**config.mk**
```make
export PLATFORM = sky130hd
export DESIGN_NAME = micro_tlb_flat
export DESIGN_NICKNAME = d
export VERILOG_FILES = /design/src/rtl/micro_tlb_if.sv /design/src/rtl/micro_tlb.sv /design/src/flat_wrapper.sv
export SDC_FILE = /design/constraint.sdc
export NUM_CORES = 1
export LEC_CHECK = 0
export BUFFER_PORTS_ARGS = -buffer_cell sky130_fd_sc_hd__buf_4
export CORE_UTILIZATION = 33
export DETAILED_ROUTE_END_ITERATION = 10
export SKIP_LAST_GASP = 1
export SYNTH_ARGS = -nofsm -noshare
export SYNTH_HDL_FRONTEND = slang
export SYNTH_SLANG_ARGS = --single-unit
```
**constraint.sdc**
```tcl
create_clock -name clk -period 17.8 [get_ports clk]
set_clock_uncertainty 0.05 [all_clocks]
set_input_delay 2.67 -clock clk [delete_from_list [all_inputs] [get_ports clk]]
set_output_delay 2.67 -clock clk [all_outputs]
set_load 0.02 [all_outputs]
```
**src/rtl/micro_tlb_if.sv**
```systemverilog
`default_nettype none
// ============================================================================
//  Module      : micro_tlb_if
//  Description : Lookup, flush and joint-TLB refill signals of the micro-TLB.
//  Revision    : 1.0 - initial release
// ============================================================================
interface micro_tlb_if #(
    parameter int VPN2_W = 19,
    parameter int ASID_W = 8,
    parameter int PFN_W  = 20
);
    // Requester side
    logic              lk_valid;
    logic [VPN2_W-1:0] lk_vpn2;
    logic              lk_odd_page;
    logic [ASID_W-1:0] lk_asid;
    logic              lk_hit;
    logic [PFN_W-1:0]  lk_pfn;
    logic [2:0]        lk_c;
    logic              lk_d;
    logic              lk_v;
    logic              lk_stall;
    logic              lk_refill_miss;
    logic              flush;

    // Joint-TLB side
    logic              mt_req;
    logic [VPN2_W-1:0] mt_vpn2;
    logic [ASID_W-1:0] mt_asid;
    logic              mt_resp_valid;
    logic              mt_found;
    logic              mt_g;
    logic [PFN_W-1:0]  mt_pfn0;
    logic [PFN_W-1:0]  mt_pfn1;
    logic [2:0]        mt_c0;
    logic [2:0]        mt_c1;
    logic              mt_d0;
    logic              mt_d1;
    logic              mt_v0;
    logic              mt_v1;

    modport slave (
        input  lk_valid, lk_vpn2, lk_odd_page, lk_asid, flush,
        input  mt_resp_valid, mt_found, mt_g, mt_pfn0, mt_pfn1,
        input  mt_c0, mt_c1, mt_d0, mt_d1, mt_v0, mt_v1,
        output lk_hit, lk_pfn, lk_c, lk_d, lk_v, lk_stall, lk_refill_miss,
        output mt_req, mt_vpn2, mt_asid
    );

    modport master (
        output lk_valid, lk_vpn2, lk_odd_page, lk_asid, flush,
        output mt_resp_valid, mt_found, mt_g, mt_pfn0, mt_pfn1,
        output mt_c0, mt_c1, mt_d0, mt_d1, mt_v0, mt_v1,
        input  lk_hit, lk_pfn, lk_c, lk_d, lk_v, lk_stall, lk_refill_miss,
        input  mt_req, mt_vpn2, mt_asid
    );
endinterface
`default_nettype wire

```
**src/rtl/micro_tlb.sv**
```systemverilog
`default_nettype none
// ============================================================================
//  Module      : micro_tlb
//  Description : Fully-associative micro-TLB; same-cycle hits, refill of an
//                even/odd page pair from the joint TLB on a miss.
//  Revision    : 1.0 - initial release
// ============================================================================
module micro_tlb #(
    parameter int ENTRIES = 4,
    parameter int VPN2_W  = 19,
    parameter int ASID_W  = 8,
    parameter int PFN_W   = 20
) (
    input wire logic   clk,
    input wire logic   rst,
    micro_tlb_if.slave bus
);
    localparam int IDX_W = $clog2(ENTRIES);

    typedef enum logic [1:0] {
        S_IDLE = 2'd0,
        S_WAIT = 2'd1,
        S_DROP = 2'd2
    } state_t;

    state_t state_q, state_d;

    logic [ENTRIES-1:0] valid_q, valid_d;
    logic [VPN2_W-1:0]  vpn2_q [ENTRIES];
    logic [ASID_W-1:0]  asid_q [ENTRIES];
    logic [PFN_W-1:0]   pfn0_q [ENTRIES];
    logic [PFN_W-1:0]   pfn1_q [ENTRIES];
    logic [2:0]         c0_q   [ENTRIES];
    logic [2:0]         c1_q   [ENTRIES];
    logic [ENTRIES-1:0] g_q, d0_q, d1_q, v0_q, v1_q;

    logic [IDX_W-1:0]   rr_q, rr_d;
    logic               mt_req_q, mt_req_d;
    logic               miss_q, miss_d;
    logic [VPN2_W-1:0]  mt_vpn2_q, mt_vpn2_d;
    logic [ASID_W-1:0]  mt_asid_q, mt_asid_d;

    logic [ENTRIES-1:0] w_match;
    logic               w_hit;
    logic [PFN_W-1:0]   w_sel_pfn;
    logic [2:0]         w_sel_c;
    logic               w_sel_d;
    logic               w_sel_v;
    logic               w_free_found;
    logic [IDX_W-1:0]   w_free_idx;
    logic [IDX_W-1:0]   w_victim;
    logic               w_wr_en;

    for (genvar i = 0; i < ENTRIES; i++) begin : g_match
        assign w_match[i] = valid_q[i] && (vpn2_q[i] == bus.lk_vpn2) &&
                            ((asid_q[i] == bus.lk_asid) || g_q[i]);
    end

    assign w_hit = bus.lk_valid && (|w_match);

    // At most one slot matches, so the last matching slot is the only one.
    always_comb begin
        w_sel_pfn = '0;
        w_sel_c   = '0;
        w_sel_d   = 1'b0;
        w_sel_v   = 1'b0;
        for (int i = 0; i < ENTRIES; i++) begin
            if (w_match[i]) begin
                w_sel_pfn = bus.lk_odd_page ? pfn1_q[i] : pfn0_q[i];
                w_sel_c   = bus.lk_odd_page ? c1_q[i]   : c0_q[i];
                w_sel_d   = bus.lk_odd_page ? d1_q[i]   : d0_q[i];
                w_sel_v   = bus.lk_odd_page ? v1_q[i]   : v0_q[i];
            end
        end
    end

    always_comb begin
        w_free_found = 1'b0;
        w_free_idx   = '0;
        for (int i = ENTRIES - 1; i >= 0; i--) begin
            if (!valid_q[i]) begin
                w_free_found = 1'b1;
                w_free_idx   = IDX_W'(i);
            end
        end
    end

    assign w_victim = w_free_found ? w_free_idx : rr_q;

    always_comb begin
        state_d   = state_q;
        mt_req_d  = 1'b0;
        miss_d    = 1'b0;
        mt_vpn2_d = mt_vpn2_q;
        mt_asid_d = mt_asid_q;
        w_wr_en   = 1'b0;
        case (state_q)
            S_IDLE: begin
                if (bus.lk_valid && !w_hit && !bus.flush) begin
                    mt_req_d  = 1'b1;
                    mt_vpn2_d = bus.lk_vpn2;
                    mt_asid_d = bus.lk_asid;
                    state_d   = S_WAIT;
                end
            end
            S_WAIT: begin
                if (bus.mt_resp_valid) begin
                    state_d = S_IDLE;
                    if (!bus.flush) begin
                        if (bus.mt_found) w_wr_en = 1'b1;
                        else              miss_d  = 1'b1;
                    end
                end else if (bus.flush) begin
                    state_d = S_DROP;
                end
            end
            S_DROP: begin
                if (bus.mt_resp_valid) state_d = S_IDLE;
            end
            default: state_d = S_IDLE;
        endcase
    end

    // Flush overrides a same-cycle refill; the round-robin pointer survives it.
    always_comb begin
        valid_d = valid_q;
        rr_d    = rr_q;
        if (w_wr_en) begin
            valid_d[w_victim] = 1'b1;
            if (!w_free_found) rr_d = rr_q + 1'b1;
        end
        if (bus.flush) valid_d = '0;
    end

    always_ff @(posedge clk) begin
        if (rst) begin
            state_q   <= S_IDLE;
            valid_q   <= '0;
            rr_q      <= '0;
            mt_req_q  <= 1'b0;
            miss_q    <= 1'b0;
            mt_vpn2_q <= '0;
            mt_asid_q <= '0;
        end else begin
            state_q   <= state_d;
            valid_q   <= valid_d;
            rr_q      <= rr_d;
            mt_req_q  <= mt_req_d;
            miss_q    <= miss_d;
            mt_vpn2_q <= mt_vpn2_d;
            mt_asid_q <= mt_asid_d;
        end
    end

    always_ff @(posedge clk) begin
        if (w_wr_en) begin
            vpn2_q[w_victim] <= mt_vpn2_q;
            asid_q[w_victim] <= mt_asid_q;
            g_q[w_victim]    <= bus.mt_g;
            pfn0_q[w_victim] <= bus.mt_pfn0;
            pfn1_q[w_victim] <= bus.mt_pfn1;
            c0_q[w_victim]   <= bus.mt_c0;
            c1_q[w_victim]   <= bus.mt_c1;
            d0_q[w_victim]   <= bus.mt_d0;
            d1_q[w_victim]   <= bus.mt_d1;
            v0_q[w_victim]   <= bus.mt_v0;
            v1_q[w_victim]   <= bus.mt_v1;
        end
    end

    assign bus.lk_hit         = w_hit;
    assign bus.lk_pfn         = w_hit ? w_sel_pfn : '0;
    assign bus.lk_c           = w_hit ? w_sel_c   : '0;
    assign bus.lk_d           = w_hit && w_sel_d;
    assign bus.lk_v           = w_hit && w_sel_v;
    assign bus.lk_stall       = bus.lk_valid && (!w_hit || (state_q != S_IDLE));
    assign bus.lk_refill_miss = miss_q;
    assign bus.mt_req         = mt_req_q;
    assign bus.mt_vpn2        = mt_vpn2_q;
    assign bus.mt_asid        = mt_asid_q;

endmodule
`default_nettype wire

```
**src/flat_wrapper.sv**
```systemverilog
// flat-port wrapper written by rule: the top's interface ports become plain ports
module micro_tlb_flat 
#(
    parameter int ENTRIES = 4,
    parameter int VPN2_W  = 19,
    parameter int ASID_W  = 8,
    parameter int PFN_W   = 20
)
  (clk, rst, bus_lk_valid, bus_lk_vpn2, bus_lk_odd_page, bus_lk_asid, bus_flush, bus_mt_resp_valid, bus_mt_found, bus_mt_g, bus_mt_pfn0, bus_mt_pfn1, bus_mt_c0, bus_mt_c1, bus_mt_d0, bus_mt_d1, bus_mt_v0, bus_mt_v1, bus_lk_hit, bus_lk_pfn, bus_lk_c, bus_lk_d, bus_lk_v, bus_lk_stall, bus_lk_refill_miss, bus_mt_req, bus_mt_vpn2, bus_mt_asid);
  micro_tlb_if #(.VPN2_W(VPN2_W), .ASID_W(ASID_W), .PFN_W(PFN_W)) bus_i ();
  input wire logic clk;
  input wire logic rst;
  input wire logic [$bits(bus_i.lk_valid)-1:0] bus_lk_valid;
  input wire logic [$bits(bus_i.lk_vpn2)-1:0] bus_lk_vpn2;
  input wire logic [$bits(bus_i.lk_odd_page)-1:0] bus_lk_odd_page;
  input wire logic [$bits(bus_i.lk_asid)-1:0] bus_lk_asid;
  input wire logic [$bits(bus_i.flush)-1:0] bus_flush;
  input wire logic [$bits(bus_i.mt_resp_valid)-1:0] bus_mt_resp_valid;
  input wire logic [$bits(bus_i.mt_found)-1:0] bus_mt_found;
  input wire logic [$bits(bus_i.mt_g)-1:0] bus_mt_g;
  input wire logic [$bits(bus_i.mt_pfn0)-1:0] bus_mt_pfn0;
  input wire logic [$bits(bus_i.mt_pfn1)-1:0] bus_mt_pfn1;
  input wire logic [$bits(bus_i.mt_c0)-1:0] bus_mt_c0;
  input wire logic [$bits(bus_i.mt_c1)-1:0] bus_mt_c1;
  input wire logic [$bits(bus_i.mt_d0)-1:0] bus_mt_d0;
  input wire logic [$bits(bus_i.mt_d1)-1:0] bus_mt_d1;
  input wire logic [$bits(bus_i.mt_v0)-1:0] bus_mt_v0;
  input wire logic [$bits(bus_i.mt_v1)-1:0] bus_mt_v1;
  output wire logic [$bits(bus_i.lk_hit)-1:0] bus_lk_hit;
  output wire logic [$bits(bus_i.lk_pfn)-1:0] bus_lk_pfn;
  output wire logic [$bits(bus_i.lk_c)-1:0] bus_lk_c;
  output wire logic [$bits(bus_i.lk_d)-1:0] bus_lk_d;
  output wire logic [$bits(bus_i.lk_v)-1:0] bus_lk_v;
  output wire logic [$bits(bus_i.lk_stall)-1:0] bus_lk_stall;
  output wire logic [$bits(bus_i.lk_refill_miss)-1:0] bus_lk_refill_miss;
  output wire logic [$bits(bus_i.mt_req)-1:0] bus_mt_req;
  output wire logic [$bits(bus_i.mt_vpn2)-1:0] bus_mt_vpn2;
  output wire logic [$bits(bus_i.mt_asid)-1:0] bus_mt_asid;
  assign bus_i.lk_valid = bus_lk_valid;
  assign bus_i.lk_vpn2 = bus_lk_vpn2;
  assign bus_i.lk_odd_page = bus_lk_odd_page;
  assign bus_i.lk_asid = bus_lk_asid;
  assign bus_i.flush = bus_flush;
  assign bus_i.mt_resp_valid = bus_mt_resp_valid;
  assign bus_i.mt_found = bus_mt_found;
  assign bus_i.mt_g = bus_mt_g;
  assign bus_i.mt_pfn0 = bus_mt_pfn0;
  assign bus_i.mt_pfn1 = bus_mt_pfn1;
  assign bus_i.mt_c0 = bus_mt_c0;
  assign bus_i.mt_c1 = bus_mt_c1;
  assign bus_i.mt_d0 = bus_mt_d0;
  assign bus_i.mt_d1 = bus_mt_d1;
  assign bus_i.mt_v0 = bus_mt_v0;
  assign bus_i.mt_v1 = bus_mt_v1;
  assign bus_lk_hit = bus_i.lk_hit;
  assign bus_lk_pfn = bus_i.lk_pfn;
  assign bus_lk_c = bus_i.lk_c;
  assign bus_lk_d = bus_i.lk_d;
  assign bus_lk_v = bus_i.lk_v;
  assign bus_lk_stall = bus_i.lk_stall;
  assign bus_lk_refill_miss = bus_i.lk_refill_miss;
  assign bus_mt_req = bus_i.mt_req;
  assign bus_mt_vpn2 = bus_i.mt_vpn2;
  assign bus_mt_asid = bus_i.mt_asid;
  micro_tlb #(.ENTRIES(ENTRIES), .VPN2_W(VPN2_W), .ASID_W(ASID_W), .PFN_W(PFN_W)) u_core (.clk(clk), .rst(rst), .bus(bus_i));
endmodule
```
# Word level (Yosys, flattened, before mapping)
# Memory sizes are Yosys's and may differ from the RTL's.
# Index checks and enable logic that the tools add are counted.
totals:
  regBits: 57
  ramBits: 292
  input_bits: 85
  out_inout_bits: 56
  wordCells: 133
  mem_count: 6
memory_table:
  columns: ["name", "words", "width", "rd", "rd_ports_with_merged_regs", "write_ports", "line_no", "source"]
  rows:
  - ["u_core.pfn0_q", 4, 20, 4, 0, 1, "micro_tlb.sv:31", "logic [PFN_W-1:0] pfn0_q [ENTRIES];"]
  - ["u_core.pfn1_q", 4, 20, 4, 0, 1, "micro_tlb.sv:32", "logic [PFN_W-1:0] pfn1_q [ENTRIES];"]
  - ["u_core.vpn2_q", 4, 19, 4, 0, 1, "micro_tlb.sv:29", "logic [VPN2_W-1:0] vpn2_q [ENTRIES];"]
  - ["u_core.asid_q", 4, 8, 4, 0, 1, "micro_tlb.sv:30", "logic [ASID_W-1:0] asid_q [ENTRIES];"]
  - ["u_core.c0_q", 4, 3, 4, 0, 1, "micro_tlb.sv:33", "logic [2:0] c0_q [ENTRIES];"]
  - ["u_core.c1_q", 4, 3, 4, 0, 1, "micro_tlb.sv:34", "logic [2:0] c1_q [ENTRIES];"]
op_classes:
  n_addsub: 1
  order_cmp: 2
  eq_ne: 13
  muxes: 63
  n_bitwise: 5
  n_reduce_logical: 31
ops:
  columns: ["op", "n"]
  rows:
  - ["20-bit 2-to-1 mux", 9]
  - ["19-bit == test", 4]
  - ["8-bit == test", 4]
  - ["1-bit 2-to-1 mux", 29]
  - ["3-bit 2-to-1 mux", 9]
  - ["4-bit bitwise mux", 5]
  - ["2-bit 2-to-1 mux", 9]
  - ["1-bit logical AND", 15]
  - ["4-bit OR reduction", 2]
  - ["2-bit case mux with 3 select lines", 1]
  - ["1-bit logical OR", 5]
  - ["1-bit NOT", 4]
  - ["4-bit bitwise OR", 1]
  - ["2-bit AND reduction", 2]
  - ["2-bit OR reduction", 2]
  - ["2-bit by 3-bit less-than comparator with 1-bit output, second input constant", 1]
  - ["3-bit inequality test, second input constant", 1]
  - ["3-bit AND reduction", 1]
  - ["2-bit by 1-bit adder with 2-bit output, second input constant", 1]
  - ["1-bit demux with 2-bit select", 1]
  - ["2-bit by 1-bit == test with 1-bit output, second input constant", 1]
  - ["2-bit == test, second input constant", 1]
  - ["2-bit by 1-bit >= comparator with 1-bit output, second input constant", 1]
  - ["1-bit zero test", 2]
  - ["other kinds (4)", 4]

# Longest topological paths before layout
logic_depth:
  ltp_word: 10
  depth_mapped: 11

# Worst setup path after synthesis
# OpenSTA, ideal clock, no wires.
synth_path:
  path_type: "input -> register"
  start: "in bus_mt_resp_valid"
  end: "mem u_core.asid_q[2][0] (enable)"
  setup_ns: 0.612
  t_arrival_ns: 8.671
  required_time_ns: 17.138
  setup_slack_ns: 8.466
  cell_stages: 4
  path_buffers: 0
  path_cell_list: "inv_1 > nor4b_1 > nand2_1 > nor3_1"
synth_between:
  elab_chain_cells: 4
synth_lines:
  columns: ["element", "line_no", "source"]
  rows:
  - ["start: declaration", "flat_wrapper.sv:18", "input wire logic [$bits(bus_i.mt_resp_valid)-1:0] bus_mt_resp_valid;"]
  - ["1-bit 2-to-1 mux", "micro_tlb.sv:107", "if (bus.mt_resp_valid) begin"]
  - ["1-bit 2-to-1 mux", "micro_tlb.sv:97", "case (state_q)"]
  - ["1-bit 2-to-1 mux", "micro_tlb.sv:156", "if (w_wr_en) begin"]
  - ["1-bit 2-to-1 mux (implied by the code)", "micro_tlb.sv:158", "asid_q[w_victim] <= mt_asid_q;"]
  - ["end: declaration", "micro_tlb.sv:30", null]
# No other way between the ends.

# Final worst setup path
layout_path:
  start: "in bus_lk_vpn2[17]"
  end: "out bus_lk_pfn[10]"
layout_between:
  elab_chain_cells: 8
layout_lines:
  columns: ["element", "line_no", "source"]
  rows:
  - ["start: declaration", "flat_wrapper.sv:14", "input wire logic [$bits(bus_i.lk_vpn2)-1:0] bus_lk_vpn2;"]
  - ["19-bit == test", "micro_tlb.sv:55", "assign w_match[i] = valid_q[i] && (vpn2_q[i] == bus.lk_vpn2) &&"]
  - ["1-bit logical AND (2 in series)", "micro_tlb.sv:55", null]
  - ["20-bit 2-to-1 mux (4 in series)", "micro_tlb.sv:68", "if (w_match[i]) begin"]
  - ["20-bit 2-to-1 mux (*)", "micro_tlb.sv:172", "assign bus.lk_pfn = w_hit ? w_sel_pfn : '0;"]
  - ["end: declaration", "flat_wrapper.sv:30", "output wire logic [$bits(bus_i.lk_pfn)-1:0] bus_lk_pfn;"]
# Every way passes the cells marked *; elsewhere a longest branch is shown, timed or not.

==> impl_metrics.yaml <==
outcome:
  status: "complete, no violations"
route:
  drtAntennaViolNets: 0
  first_iter_violations: 454
  dr_total_vias: 7637
  first_pass_iters: 5
  drc_errors: 0
  viasPerCell: 4.81
  routedWlPerCell_um: 19.2
  drt-total-wl_um: 30500
sta:
  min_period_ps: 8630
  worst_pin_slew_ps: 1020
  period_share_pct: 48.5
  finalWorstSetupSlack_ps: 9170
  tns_ps: 0
  hold_viol: 0
  rsz0062_at_grt: "no"
  fmax_ghz: 0.116
  relSlewSlack_pct: 32.3
  drv_slew: 0
  fin_hold_ws_ps: 475
  setup_violations: 0
final_layout:
  regArea_um2: 10100
  multi_input_area_um2: 3800
  n_antenna_cell: 0
  final_common_cell: "edfxtp_1"
  final_cell_mix: "edfxtp_1, buf_4, xor2_1"
  drive_gt1_share_pct: 28.2
  fill_cells: 3862
  area_growth_pct: 20.5
  num-nets-final: 1103
floorplan:
  fp.dieW_um: 209
  ios: 141
  initial_core_util_pct: 33.6
  fp.coreArea_um2: 42100
  std_cell_rows: 75
  die_area_um2: 43800
  die_y_um: 209
grt:
  first_global_vias: 7621
  antenna_found_initial: 0
  global_route.overflow_total: 0
  track_usage_pct: 14.0
  grt_max_degree: 62
  grt_pass1_wl_um: 46400
clocking:
  clkTransAtPathRegs_ps: 60
  ctsHoldBuffers: 0
  cts_resized: 0
  cts_buffer_depth: 3
  post_cts.repair.setup_buffers: 0
  cts_buffers: 39
  ctsHtreeMaxLevel: 2
  clk_latency_ps: 530
  cts_root_buf: "clkbuf_16"
  cts_tree: "yes"
  clock_sinks: 349
run:
  drv_cap: 0
power_and_ir_drop:
  p_leak_nw: 5.88
  power_mw: 1.79
  power.share.clock_pct: 45.5
  seq_power_share_pct: 50.2
  power_frac_comb_pct: 4.3
  p_sw_mw: 0.361
  p_int_mw: 1.43
  powerDensity_nw_per_um2: 105
  ir_worst_vdd_uv: 54.0
  swShare_pct: 20.1
place:
  portBuffers: 140
  dpl.hpwl_um: 19000
  pre_cts_slack_ps: 9110
  gp_congestion: 0.726
critical_path:
  crit_arrival_ps: 5910
  start_kind: "input pin"
  path_max_fanout: 52
  path_class: "input pin to output port"
  required_ps: 15080
  endpoint_kind: "output port"
synth:
  netlist_area_um2: 14200
  avgSynthCellArea_um2: 16.0
  synth_ff_type: "edfxtp_1"
  yosys_warnings: 0
  synth_cell_types: 32
  synthesis.nets: 972
  ys_ff_latch: 349
  yosysSeqAreaShare_pct: 71.3
  synth_edf_count: 312
  syn_inst: 887
  ys_async_sr_fraction_pct: 0
min_path:
  hp-class: "flip-flop to flip-flop"
## sequential cells by signal, indices dropped and copies added, names as in the netlist, 2 cells and up
register	count
u_core.c0_q	12
u_core.v1_q	4
u_core.bus.mt_asid	8
u_core.d1_q	4
u_core.asid_q	32
u_core.rr_q	2
u_core.state_q	2
u_core.pfn1_q	80
u_core.bus.mt_vpn2	19
u_core.valid_q	4
u_core.g_q	4
u_core.vpn2_q	76
u_core.c1_q	12
u_core.v0_q	4
u_core.pfn0_q	80
u_core.d0_q	4
## final timing paths
check                        from                     to  slack (ps)  cells after the start
min reg2reg        u_core.rr_q[1]         u_core.rr_q[1]         480                      2
max reg2reg  u_core.vpn2_q[3][17]  u_core.bus.mt_vpn2[1]       14390                      7
min                u_core.rr_q[1]         u_core.rr_q[1]         480                      2
max               bus_lk_vpn2[17]         bus_lk_pfn[10]        9170                     10
## through the flow
| step | instance area (um2) | util (%) | cells |
|---|---|---|---|
| after floorplan | 14200 | - | 887 |
| after global placement | 15700 | 37.4 | 1516 |
| after detailed placement | 15700 | 37.4 | 1516 |
| after CTS | 17100 | 40.5 | 1588 |
| after global routing | 17100 | 40.5 | 1588 |
| final | 17100 | 40.5 | 1588 |
## synthesized netlist by cell type (all sizes together) (6+ instances only)
| cell | count | area (um2) |
|---|---|---|
| mux2 | 75 | 845 |
| nor4 | 22 | 144 |
| nor3 | 29 | 145 |
| buf | 27 | 163 |
| xnor2 | 29 | 254 |
| nor2 | 7 | 28.8 |
| nand2b | 54 | 338 |
| dfxtp | 37 | 741 |
| o21ai | 26 | 130 |
| a221oi | 25 | 219 |
| a21oi | 6 | 30.0 |
| nand2 | 8 | 30.0 |
| clkbuf | 36 | 135 |
| xor2 | 81 | 709 |
| nand4 | 9 | 62.6 |
| nand3 | 30 | 150 |
| mux2i | 53 | 531 |
| edfxtp | 312 | 9370 |
## critical path: stages
cell	delay, ps
buf_4	140
xor2_1	160
nor4_1	410
nand3_1	170
or4_2	1190
nand2_1	190
buf_4	370
a221oi_1	90
nor3_1	270
buf_4	200
## cells by family (layout without fill, tap and decap cells)
group | after synthesis | in the layout | share of synthesized area, %
XOR/XNOR | 110 | 110 | 6.80
buffers and inverters | 67 | 229 | 2.21
AND/OR/NAND/NOR | 169 | 169 | 6.92
flip-flops | 349 | 349 | 71.3
AO/OA/AOI/OAI | 64 | 64 | 3.05
multiplexers | 128 | 128 | 9.70
## power groups by stage
stage	clock, mW	combinational, mW	sequential [mW]
6_report	0.817	0.0765	0.901
5_1_grt	0.867	0.0835	0.902
4_1_cts	0.837	0.0781	0.901
3_5_place_dp	0	0.0777	0.918
3_3_place_gp	0	0.0766	0.918
2_1_floorplan	0	0.0409	0.921
## routing by layer
metal / part of all wire, % / track usage, % / up-vias / routed length (um)
met5: 0 / 0 / - / 0
met4: 1.6 / 3.63 / 0 / 482
met3: 5.8 / 3.08 / 39 / 1780
li1: - / - / 3612 / -
met2: 48 / 22.7 / 205 / 14600
met1: 45 / 19.0 / 3781 / 13600
## area by class of cell
| cell class | count | area share, % |
|---|---|---|
| well taps | 539 | 3.95 |
| clock buffers | 51 | 6.28 |
| repair buffers | 153 | 6.73 |
| clock inverters | 21 | 1.52 |
| flip-flops and latches | 349 | 59.2 |
| multi-input cells | 471 | 22.2 |
| inverters | 4 | 0.0879 |
Power figures use the tool's default switching activity.
